<file path="config.mk">
export PLATFORM = sky130hd
export DESIGN_NAME = ce_rate_monitor
export DESIGN_NICKNAME = d
export VERILOG_FILES = /design/src/rtl/ce_pkg.sv /design/src/rtl/ce_gap_meter.sv /design/src/rtl/ce_rate_monitor.sv
export SDC_FILE = /design/constraint.sdc
export NUM_CORES = 1
export LEC_CHECK = 0
export ABC_AREA = 1
export BUFFER_PORTS_ARGS = -buffer_cell sky130_fd_sc_hd__buf_2
export CAP_MARGIN = 20
export CORE_AREA = 2 2 97 99
export DETAILED_ROUTE_END_ITERATION = 8
export DIE_AREA = 0 0 99 101
export HOLD_SLACK_MARGIN = 0.03
export PLACE_DENSITY = 0.74
export SYNTH_ARGS = -nofsm -noshare
export SYNTH_HDL_FRONTEND = slang
export SYNTH_SLANG_ARGS = --single-unit
</file>
<file path="constraint.sdc">
create_clock -name clk -period 5.6 [get_ports clk]
set_clock_uncertainty 0.2 [all_clocks]
set_input_delay 0.56 -clock clk [delete_from_list [all_inputs] [get_ports clk]]
set_output_delay 0.56 -clock clk [all_outputs]
set_load 0.01 [all_outputs]
</file>
<file path="src/rtl/ce_pkg.sv">
// Shared types and constants for the clock-enable rate monitor.
package ce_pkg;

  // Measurement sequencer states.
  typedef enum logic [1:0] {
    IDLE    = 2'd0,
    ARM     = 2'd1,
    MEASURE = 2'd2,
    PUBLISH = 2'd3
  } ce_state_e;

  // Spacing counter ceiling; also the "no sample seen" value of the minimum.
  localparam logic [6:0] GAP_MAX = 7'd127;

  // Width of the per-window pulse count.
  localparam int RATE_W = 16;

  // Saturation value of the per-window pulse count.
  localparam logic [RATE_W-1:0] RATE_MAX = 16'hFFFF;

  // Saturating increment for the 7-bit spacing domain.
  function automatic logic [6:0] sat_inc7(input logic [6:0] v);
    logic [6:0] r;
    if (v == GAP_MAX) begin
      r = GAP_MAX;
    end else begin
      r = v + 7'd1;
    end
    return r;
  endfunction

endpackage

</file>
<file path="src/rtl/ce_gap_meter.sv">
// Pulse qualification, inter-pulse spacing measurement, min/max accumulation
// and the sticky spacing / stall error flags.
module ce_gap_meter
  import ce_pkg::*;
#(
  parameter int EDGE_MODE = 0
) (
  input  logic       clk,
  input  logic       reset,
  input  logic       ce_in,
  input  logic       active,
  input  logic       publish,
  input  logic [6:0] expected_period,
  input  logic       clear_err,
  output logic       pulse,
  output logic [6:0] min_merge,
  output logic [6:0] max_merge,
  output logic       period_err,
  output logic       stuck_err
);

  logic       ce_in_d_r;
  logic       has_prev_r;
  logic       period_err_r;
  logic       stuck_err_r;
  logic [6:0] gap_cnt_r;
  logic [6:0] min_acc_r;
  logic [6:0] max_acc_r;

  logic       pulse_s;
  logic       sample_s;
  logic       period_set_s;
  logic       stuck_set_s;
  logic [6:0] spacing_s;
  logic [6:0] min_merge_s;
  logic [6:0] max_merge_s;

  // Qualify the pulse and fold the current spacing sample into min/max.
  always_comb begin
    pulse_s      = 1'b0;
    sample_s     = 1'b0;
    period_set_s = 1'b0;
    stuck_set_s  = 1'b0;
    spacing_s    = sat_inc7(gap_cnt_r);
    min_merge_s  = min_acc_r;
    max_merge_s  = max_acc_r;

    if (EDGE_MODE != 0) begin
      pulse_s = ce_in & ~ce_in_d_r;
    end else begin
      pulse_s = ce_in;
    end

    // The first pulse after arming only establishes a reference point.
    sample_s = active & pulse_s & has_prev_r;

    if (sample_s && (spacing_s < min_acc_r)) begin
      min_merge_s = spacing_s;
    end else begin
      min_merge_s = min_acc_r;
    end

    if (sample_s && (spacing_s > max_acc_r)) begin
      max_merge_s = spacing_s;
    end else begin
      max_merge_s = max_acc_r;
    end

    if (sample_s && (expected_period != 7'd0) && (spacing_s != expected_period)) begin
      period_set_s = 1'b1;
    end else begin
      period_set_s = 1'b0;
    end

    if (active && has_prev_r && (gap_cnt_r == GAP_MAX)) begin
      stuck_set_s = 1'b1;
    end else begin
      stuck_set_s = 1'b0;
    end
  end

  // Previous ce_in sample for rising-edge detection.
  always_ff @(posedge clk or posedge reset) begin
    if (reset) begin
      ce_in_d_r <= 1'b0;
    end else begin
      ce_in_d_r <= ce_in;
    end
  end

  // Cycles since the last pulse, and whether a reference pulse exists.
  always_ff @(posedge clk or posedge reset) begin
    if (reset) begin
      gap_cnt_r  <= 7'd0;
      has_prev_r <= 1'b0;
    end else if (!active) begin
      gap_cnt_r  <= 7'd0;
      has_prev_r <= 1'b0;
    end else if (pulse_s) begin
      gap_cnt_r  <= 7'd0;
      has_prev_r <= 1'b1;
    end else begin
      gap_cnt_r  <= sat_inc7(gap_cnt_r);
      has_prev_r <= has_prev_r;
    end
  end

  // Per-window min/max accumulators, reloaded when a window is published.
  always_ff @(posedge clk or posedge reset) begin
    if (reset) begin
      min_acc_r <= GAP_MAX;
      max_acc_r <= 7'd0;
    end else if (!active || publish) begin
      min_acc_r <= GAP_MAX;
      max_acc_r <= 7'd0;
    end else begin
      min_acc_r <= min_merge_s;
      max_acc_r <= max_merge_s;
    end
  end

  // Sticky error flags; a new error outranks a simultaneous clear.
  always_ff @(posedge clk or posedge reset) begin
    if (reset) begin
      period_err_r <= 1'b0;
      stuck_err_r  <= 1'b0;
    end else begin
      if (period_set_s) begin
        period_err_r <= 1'b1;
      end else if (clear_err) begin
        period_err_r <= 1'b0;
      end else begin
        period_err_r <= period_err_r;
      end
      if (stuck_set_s) begin
        stuck_err_r <= 1'b1;
      end else if (clear_err) begin
        stuck_err_r <= 1'b0;
      end else begin
        stuck_err_r <= stuck_err_r;
      end
    end
  end

  assign pulse      = pulse_s;
  assign min_merge  = min_merge_s;
  assign max_merge  = max_merge_s;
  assign period_err = period_err_r;
  assign stuck_err  = stuck_err_r;

endmodule

</file>
<file path="src/rtl/ce_rate_monitor.sv">
// Clock-enable rate and spacing monitor: counts qualified ce_in pulses over a
// window of reference ticks and publishes count plus min/max spacing.
module ce_rate_monitor
  import ce_pkg::*;
#(
  parameter int SYS_MHZ   = 64,
  parameter int WINDOW_US = 1000,
  parameter int EDGE_MODE = 0
) (
  input  logic              clk,
  input  logic              reset,
  input  logic              ce_in,
  input  logic              ce_ref,
  input  logic              enable,
  input  logic [6:0]        expected_period,
  input  logic              clear_err,
  output logic [RATE_W-1:0] rate,
  output logic              rate_valid,
  output logic [6:0]        min_period,
  output logic [6:0]        max_period,
  output logic              period_err,
  output logic              stuck_err
);

  // Window length and clock frequency must be representable and non-zero.
  if ((WINDOW_US < 1) || (WINDOW_US > 65535) || (SYS_MHZ < 1)) begin : g_bad_param
    $error("ce_rate_monitor: WINDOW_US must be 1..65535 and SYS_MHZ positive");
  end

  localparam logic [15:0] WIN_LAST = 16'(WINDOW_US - 1);

  ce_state_e         state_r;
  ce_state_e         next_state_s;
  logic [15:0]       tick_cnt_r;
  logic [RATE_W-1:0] pulse_cnt_r;
  logic [RATE_W-1:0] cnt_merge_s;
  logic              active_s;
  logic              run_s;
  logic              close_s;
  logic              pulse_s;
  logic [6:0]        min_merge_s;
  logic [6:0]        max_merge_s;

  logic [RATE_W-1:0] rate_r;
  logic              rate_valid_r;
  logic [6:0]        min_period_r;
  logic [6:0]        max_period_r;

  ce_gap_meter #(
    .EDGE_MODE(EDGE_MODE)
  ) u_gap (
    .clk             (clk),
    .reset           (reset),
    .ce_in           (ce_in),
    .active          (active_s),
    .publish         (close_s),
    .expected_period (expected_period),
    .clear_err       (clear_err),
    .pulse           (pulse_s),
    .min_merge       (min_merge_s),
    .max_merge       (max_merge_s),
    .period_err      (period_err),
    .stuck_err       (stuck_err)
  );

  // Sequencer next state and window-close detection.
  always_comb begin
    next_state_s = state_r;
    active_s     = enable & (state_r != IDLE);
    run_s        = enable & ((state_r == MEASURE) | (state_r == PUBLISH));
    close_s      = run_s & ce_ref & (tick_cnt_r == WIN_LAST);
    cnt_merge_s  = pulse_cnt_r;

    if (run_s && pulse_s && (pulse_cnt_r != RATE_MAX)) begin
      cnt_merge_s = pulse_cnt_r + 16'd1;
    end else begin
      cnt_merge_s = pulse_cnt_r;
    end

    if (!enable) begin
      next_state_s = IDLE;
    end else begin
      case (state_r)
        IDLE:    next_state_s = ARM;
        ARM: begin
          if (ce_ref) begin
            next_state_s = MEASURE;
          end else begin
            next_state_s = ARM;
          end
        end
        MEASURE: begin
          if (close_s) begin
            next_state_s = PUBLISH;
          end else begin
            next_state_s = MEASURE;
          end
        end
        PUBLISH: begin
          if (close_s) begin
            next_state_s = PUBLISH;
          end else begin
            next_state_s = MEASURE;
          end
        end
        default: next_state_s = IDLE;
      endcase
    end
  end

  // Sequencer state register.
  always_ff @(posedge clk or posedge reset) begin
    if (reset) begin
      state_r <= IDLE;
    end else begin
      state_r <= next_state_s;
    end
  end

  // Reference ticks and pulses counted within the current window.
  always_ff @(posedge clk or posedge reset) begin
    if (reset) begin
      tick_cnt_r  <= 16'd0;
      pulse_cnt_r <= 16'd0;
    end else if (!active_s || close_s) begin
      tick_cnt_r  <= 16'd0;
      pulse_cnt_r <= 16'd0;
    end else begin
      if (run_s && ce_ref) begin
        tick_cnt_r <= tick_cnt_r + 16'd1;
      end else begin
        tick_cnt_r <= tick_cnt_r;
      end
      pulse_cnt_r <= cnt_merge_s;
    end
  end

  // Published results; held between windows and across enable drops.
  always_ff @(posedge clk or posedge reset) begin
    if (reset) begin
      rate_r       <= 16'd0;
      rate_valid_r <= 1'b0;
      min_period_r <= 7'd0;
      max_period_r <= 7'd0;
    end else if (close_s) begin
      rate_r       <= cnt_merge_s;
      rate_valid_r <= 1'b1;
      min_period_r <= min_merge_s;
      max_period_r <= max_merge_s;
    end else begin
      rate_r       <= rate_r;
      rate_valid_r <= 1'b0;
      min_period_r <= min_period_r;
      max_period_r <= max_period_r;
    end
  end

  assign rate       = rate_r;
  assign rate_valid = rate_valid_r;
  assign min_period = min_period_r;
  assign max_period = max_period_r;

endmodule
</file>
==> results_dict.tcl, run 1 <==
set metrics [dict create \
    clk_latency_ps 370 \
    synth-seq-cells 89 \
    cp_top_family "simple AND/OR/NAND/NOR gates" \
    drtIter0Drc 185 \
    p_leak_nw 2.76 \
    syn_avg_cell_area_sq_um 7.92 \
    min_to "u_gap.period_err" \
    timing.rr.start "u_gap.gap_cnt_r[0]" \
    fin_crit_sh 0.563 \
    start_util 0.537 \
    irDropWorstVdd_uv 119 \
    regToRegEndpoint "max_period[4]" \
    clk_transition_reported_paths_ps 80 \
    slew_headroom 0.525 \
    fill_cells 796 \
    row_count 35 \
    multiInputGateArea_sq_um 2220 \
    worstMarginPinSlew_ps 710 \
    io_pins 46 \
    gp_congestion 0.897 \
    routed_via_density 5.25 \
    layout_common_cells "172 x nand2_1, 82 x dfrtp_1, 73 x nor2_1" \
    hold_path_depth 4 \
    min-delay-start "clear_err" \
    layout_min_cycle_time_ps 3150 \
    finalSetupTns_ps 0 \
    numPortBuffers 45 \
    syn_area_sq_um 4820 \
    clockRootBuffer "clkbuf_8" \
    critPathSlowestCell "dfrtp_1" \
    drv_slew 0 \
    cp-end-kind "flip-flop" \
    clkSinkCount 89 \
    synth_fp_nets 638 \
    pre_cts_ws_ps 2450 \
    reg2reg_depth 12 \
    cts_made_buffers 9 \
    grt_overflow 0 \
    syn_inst 609 \
    seq_area_frac_synth 0.464 \
    outcome "finished, final reports clean" \
    fp.dieW_um 99 \
    crit_chain "ha_1 > nand2_1 > nor2_1 > nand2_1 > nand3_1 > ha_1 > nand4_1 > o21bai_1 > nand2_1 > nand2_2 > o211ai_1 > nand2_1" \
    cts_max_level 3 \
    wl_mm 10.1 \
    gr-usage-all-layers 0.218 \
    worstSetupPathType "flip-flop to flip-flop" \
    drv_cap 0 \
    vias 4041 \
    regArea_sq_um 2240 \
    clockBufferDepth 2 \
    fp.dieArea_sq_um 10000 \
    fin_util 0.603 \
    ant_nets 0 \
    die_y_um 101 \
    worstHoldPathType "input pin to flip-flop" \
    core_area_sq_um 8980 \
    cts_tree "done" \
    critPathMostFrequentCell "nand2_1" \
    area_growth_pct 12.3 \
    worstSetupStartpointType "flip-flop" \
    fmax_mhz 317 \
    powerDensity_nw_per_um2 241 \
    drcViolationCount 0 \
    rrSetupSlack_ps 2450 \
    avgRoutedWirePerCell_um 13.2 \
    rsz0062_at_grt "no" \
    yosysWarnings 0 \
    grt_pass1_wl_mm 17.5 \
    cp.arrival_ps 3200 \
    hold_viol_final 0 \
    grt_max_degree 90 \
    fin_nets 683 \
    layout-drive-gt1-share 0.156 \
    finalSetupViolations 0 \
    grt_pass1_vias 3853 \
    antenna_found_initial 0 \
    path_max_fanout 19 \
    total_power_mw 1.30 \
    cpPeakStageDelay_ps 460 \
    first_pass_iters 5 \
    diodes 0 \
    critPathBufInv 0 \
    ys_types 38 \
    layout_commonest_cell "nand2_1" \
    dp_hpwl_mm 7.24 \
    crit_required_ps 5650 \
    layout_setup_ws_ps 2450 \
]
worst max-delay path by stage:
stage	startpoint	to	slack, ps	depth (start not counted)
after floorplan	reset	max_period[0]	2540	1
after global placement	u_gap.gap_cnt_r[0]	max_period[4]	2620	12
after detailed placement	u_gap.gap_cnt_r[0]	max_period[4]	2450	12
after CTS	u_gap.gap_cnt_r[0]	max_period[4]	2440	12
after global routing	u_gap.gap_cnt_r[0]	u_gap.max_acc_r[3]	2150	13
final	u_gap.gap_cnt_r[0]	max_period[4]	2450	12
worst reg2reg max path, cell delays in order, from the launching register on:
cell and delay (ps):
dfrtp_1 460, ha_1 260, nand2_1 120, nor2_1 70, nand2_1 300, nand3_1 320, ha_1 400, nand4_1 110
o21bai_1 170, nand2_1 100, nand2_2 210, o211ai_1 260, nand2_1 70
report_power, final:
group,internal (mW),switching (mW)
sequential,0.646,0.00301
clock,0.355,0.231
combinational,0.0185,0.0504
cells by family after synthesis:
| logic type | share of synthesized area |
|---|---|
| XOR/XNOR | 0.0363 |
| AND/OR/NAND/NOR | 0.295 |
| buffers and inverters | 0.0758 |
| flip-flops | 0.464 |
| adder cells (fa/ha/maj) | 0.0415 |
| AO/OA/AOI/OAI | 0.0880 |
state kept, by name (all words and copies together) (netlist names), 7 cells and up:
register         flops
pulse_cnt_r         16
rate                16
tick_cnt_r          16
max_period           7
min_period           7
u_gap.gap_cnt_r      7
u_gap.max_acc_r      7
u_gap.min_acc_r      7
synthesized netlist by cell type (all sizes together):
| cell | number | share of area |
|---|---|---|
| nand2 | 179 | 0.14 |
| dfrtp | 82 | 0.43 |
| nor2 | 74 | 0.058 |
| inv | 69 | 0.054 |
| nand3 | 48 | 0.054 |
| o21ai | 38 | 0.045 |
| a21oi | 17 | 0.021 |
| xor2 | 17 | 0.031 |
| ha | 16 | 0.042 |
| nor3 | 16 | 0.021 |
| buf | 14 | 0.019 |
| nand4 | 9 | 0.013 |
| dfstp | 7 | 0.038 |
| o211ai | 6 | 0.0093 |
| xnor2 | 3 | 0.0055 |
| a41oi | 2 | 0.0036 |
| nor4 | 2 | 0.0026 |
| o21bai | 2 | 0.0031 |
| a211oi | 1 | 0.0016 |
| a21o | 1 | 0.0016 |
| and3 | 1 | 0.0013 |
| clkbuf | 1 | 0.00078 |
| clkinv | 1 | 0.0018 |
| o21a | 1 | 0.0016 |
| o31ai | 1 | 0.0016 |
| or2 | 1 | 0.0013 |
layout make-up:
cell class / instances / area share
Timing Repair Buffer: 49 / 0.0513
Clock buffer: 10 / 0.0254
Tap cell: 111 / 0.0256
Inverter: 70 / 0.0497
Sequential cell: 89 / 0.413
Multi-Input combinational cell: 435 / 0.410
Clock inverter: 6 / 0.0252
per-layer routing:
layer | vias up | GRT usage | part of all wire
met5 | - | 0 | 0
met4 | 0 | 0.0790 | 0.016
met3 | 14 | 0.0305 | 0.036
met2 | 82 | 0.350 | 0.46
met1 | 1902 | 0.305 | 0.49
li1 | 2043 | - | -
per-stage QoR:
step	instance area [sq um]	hold slack, ps	cells
floorplan	4820	286	609
detailed placement	5100	260	752
global route	5420	267	770
CTS	5380	246	768
global placement	5100	259	752
finish	5420	259	770
repair_timing:
action,CTS,global route
hold buffers,0,1
setup endpoints to repair,0,0
hold endpoints to repair,0,15
buffers inserted,0,0
gates resized for setup,0,0
Power figures use the tool's default switching activity.
==> run 2: changes to the inputs <==
- clock period: 5.6 -> 3 ns (I/O delays scaled with it)
==> results_dict.tcl, run 2 (synthesis gave the netlist of run 1 again) <==
set metrics [dict create \
    worstHoldPathType "input pin to flip-flop" \
    diodes 0 \
    worstSetupPathType "flip-flop to flip-flop" \
    rsz0062_at_grt "no" \
    layout-drive-gt1-share 0.176 \
    gr-usage-all-layers 0.231 \
    grt_max_degree 48 \
    grt_pass1_vias 4040 \
    p_leak_nw 2.79 \
    first_pass_iters 5 \
    cpPeakStageDelay_ps 470 \
    fin_util 0.605 \
    critPathSlowestCell "dfrtp_1" \
    finalSetupViolations 0 \
    cts_max_level 3 \
    gp_congestion 0.914 \
    drv_slew 0 \
    irDropWorstVdd_uv 249 \
    cp-end-kind "flip-flop" \
    clockRootBuffer "clkbuf_8" \
    final_cells 782 \
    hold_viol_final 0 \
    io_pins 46 \
    pre_cts_ws_ps 51.0 \
    dpl.cell_count 760 \
    fin_area_sq_um 5430 \
    clk_latency_ps 370 \
    crit_chain "ha_1 > nand2_1 > nor2_1 > nand2_2 > buf_4 > nand2_1 > inv_1 > ha_1 > a21oi_2 > nand2_4 > o211ai_1 > nand2_1" \
    dpl-instance-area_sq_um 5160 \
    numPortBuffers 45 \
    wl_mm 10.5 \
    worstSetupStartpointType "flip-flop" \
    dp_hpwl_mm 7.72 \
    worstMarginPinSlew_ps 665 \
    fp.dieArea_sq_um 10000 \
    drcViolationCount 0 \
    routed_via_density 5.29 \
    outcome "finished, final reports clean" \
    grt_pass1_wl_mm 18.7 \
    vias 4135 \
    grt_overflow 0 \
    powerDensity_nw_per_um2 399 \
    cts_tree "done" \
    drv_cap 0 \
    fin_nets 695 \
    cts_made_buffers 9 \
    fin_crit_sh 0.933 \
    core_area_sq_um 8980 \
    fill_cells 814 \
    fp.dieW_um 99 \
    die_y_um 101 \
    slew_headroom 0.556 \
    critPathMostFrequentCell "nand2_1" \
    finalSetupTns_ps 0 \
    cp.arrival_ps 2850 \
    layout_min_cycle_time_ps 2800 \
    layout_setup_ws_ps 202 \
    drtIter0Drc 175 \
    clk_transition_reported_paths_ps 90 \
    start_util 0.537 \
    clkSinkCount 89 \
    area_growth_pct 12.6 \
    path_max_fanout 19 \
    row_count 35 \
    avgRoutedWirePerCell_um 13.4 \
    ant_nets 0 \
    fmax_mhz 357 \
    layout_commonest_cell "nand2_1" \
    crit_required_ps 3050 \
    layout_common_cells "170 x nand2_1, 82 x dfrtp_1, 73 x nor2_1" \
    clockBufferDepth 2 \
    antenna_found_initial 0 \
]
-- run 2: cell count changes in the layout (fill, tap and decap cells not counted) --
cell / change
buf_4: +12
bufinv_16: -3
clkinv_2: +3
nand2_1: -2
nand3_1: -2
nand3_2: +2
buf_16: -1
clkbuf_8: -1
clkinv_4: +1
dlygate4sd3_1: +1
nand2_2: +1
nand2_4: +1
-- run 2: report_power, final --
group	switching (mW)	internal (mW)	leakage, nW
registers	0.00568	1.21	1.22
clock network	0.441	0.385	0.0994
logic	0.0942	0.0357	1.48
total	0.541	1.63	2.79
-- run 2: per-stage QoR --
step / power (mW) / hold WS, ps
4_1_cts: 2.19 / 44.1
2_1_floorplan: 1.32 / 256
3_3_place_gp: 1.36 / 213
5_1_grt: 2.26 / 57.2
6_report: 2.17 / 61.3
3_5_place_dp: 1.36 / 221
-- run 2: critical path: cells and delay by family, from the launching register on --
family | cells | cell delay (ps)
compound gates | 2 | 410
fa+ha+maj | 2 | 540
buf+inv | 2 | 290
flops | 1 | 470
simple gates | 6 | 780
-- run 2: worst paths after layout --
| check | start | to | slack [ps] | cells after the start |
|---|---|---|---|---|
| min in group asynchronous | reset | tick_cnt_r[3] | 350 | 3 |
| setup / recovery | u_gap.gap_cnt_r[0] | max_period[0] | 200 | 12 |
| max in group asynchronous | reset | u_gap.min_acc_r[0] | 1410 | 4 |
| hold / removal | enable | state_r[0] | 60 | 3 |
| hold reg to reg | min_period[1] | min_period[1] | 280 | 2 |
| setup reg to reg | u_gap.gap_cnt_r[0] | max_period[0] | 200 | 12 |
-- run 2: repair_timing --
action | CTS | global route
endpoints found under the hold margin | 39 | 0
setup buffers | 0 | 4
hold buffers | 2 | 0
gates resized for setup | 0 | 5
setup endpoints to repair | 0 | 28
-- run 2: layout make-up --
type                            count  area (sq um)  area share
Multi-Input combinational cell    435          2240       0.413
Sequential cell                    89          2240       0.412
Timing Repair Buffer               61           350      0.0645
Inverter                           70           269      0.0496
Tap cell                          111           139      0.0256
Clock buffer                        9           124      0.0228
Clock inverter                      7          70.1      0.0129
-- run 2: routing by layer --
layer	up-vias	part of all wire	global-route usage
li1	2064	-	-
met1	1948	0.47	0.317
met2	107	0.47	0.378
met3	16	0.044	0.0326
met4	0	0.017	0.0790
met5	-	0	0
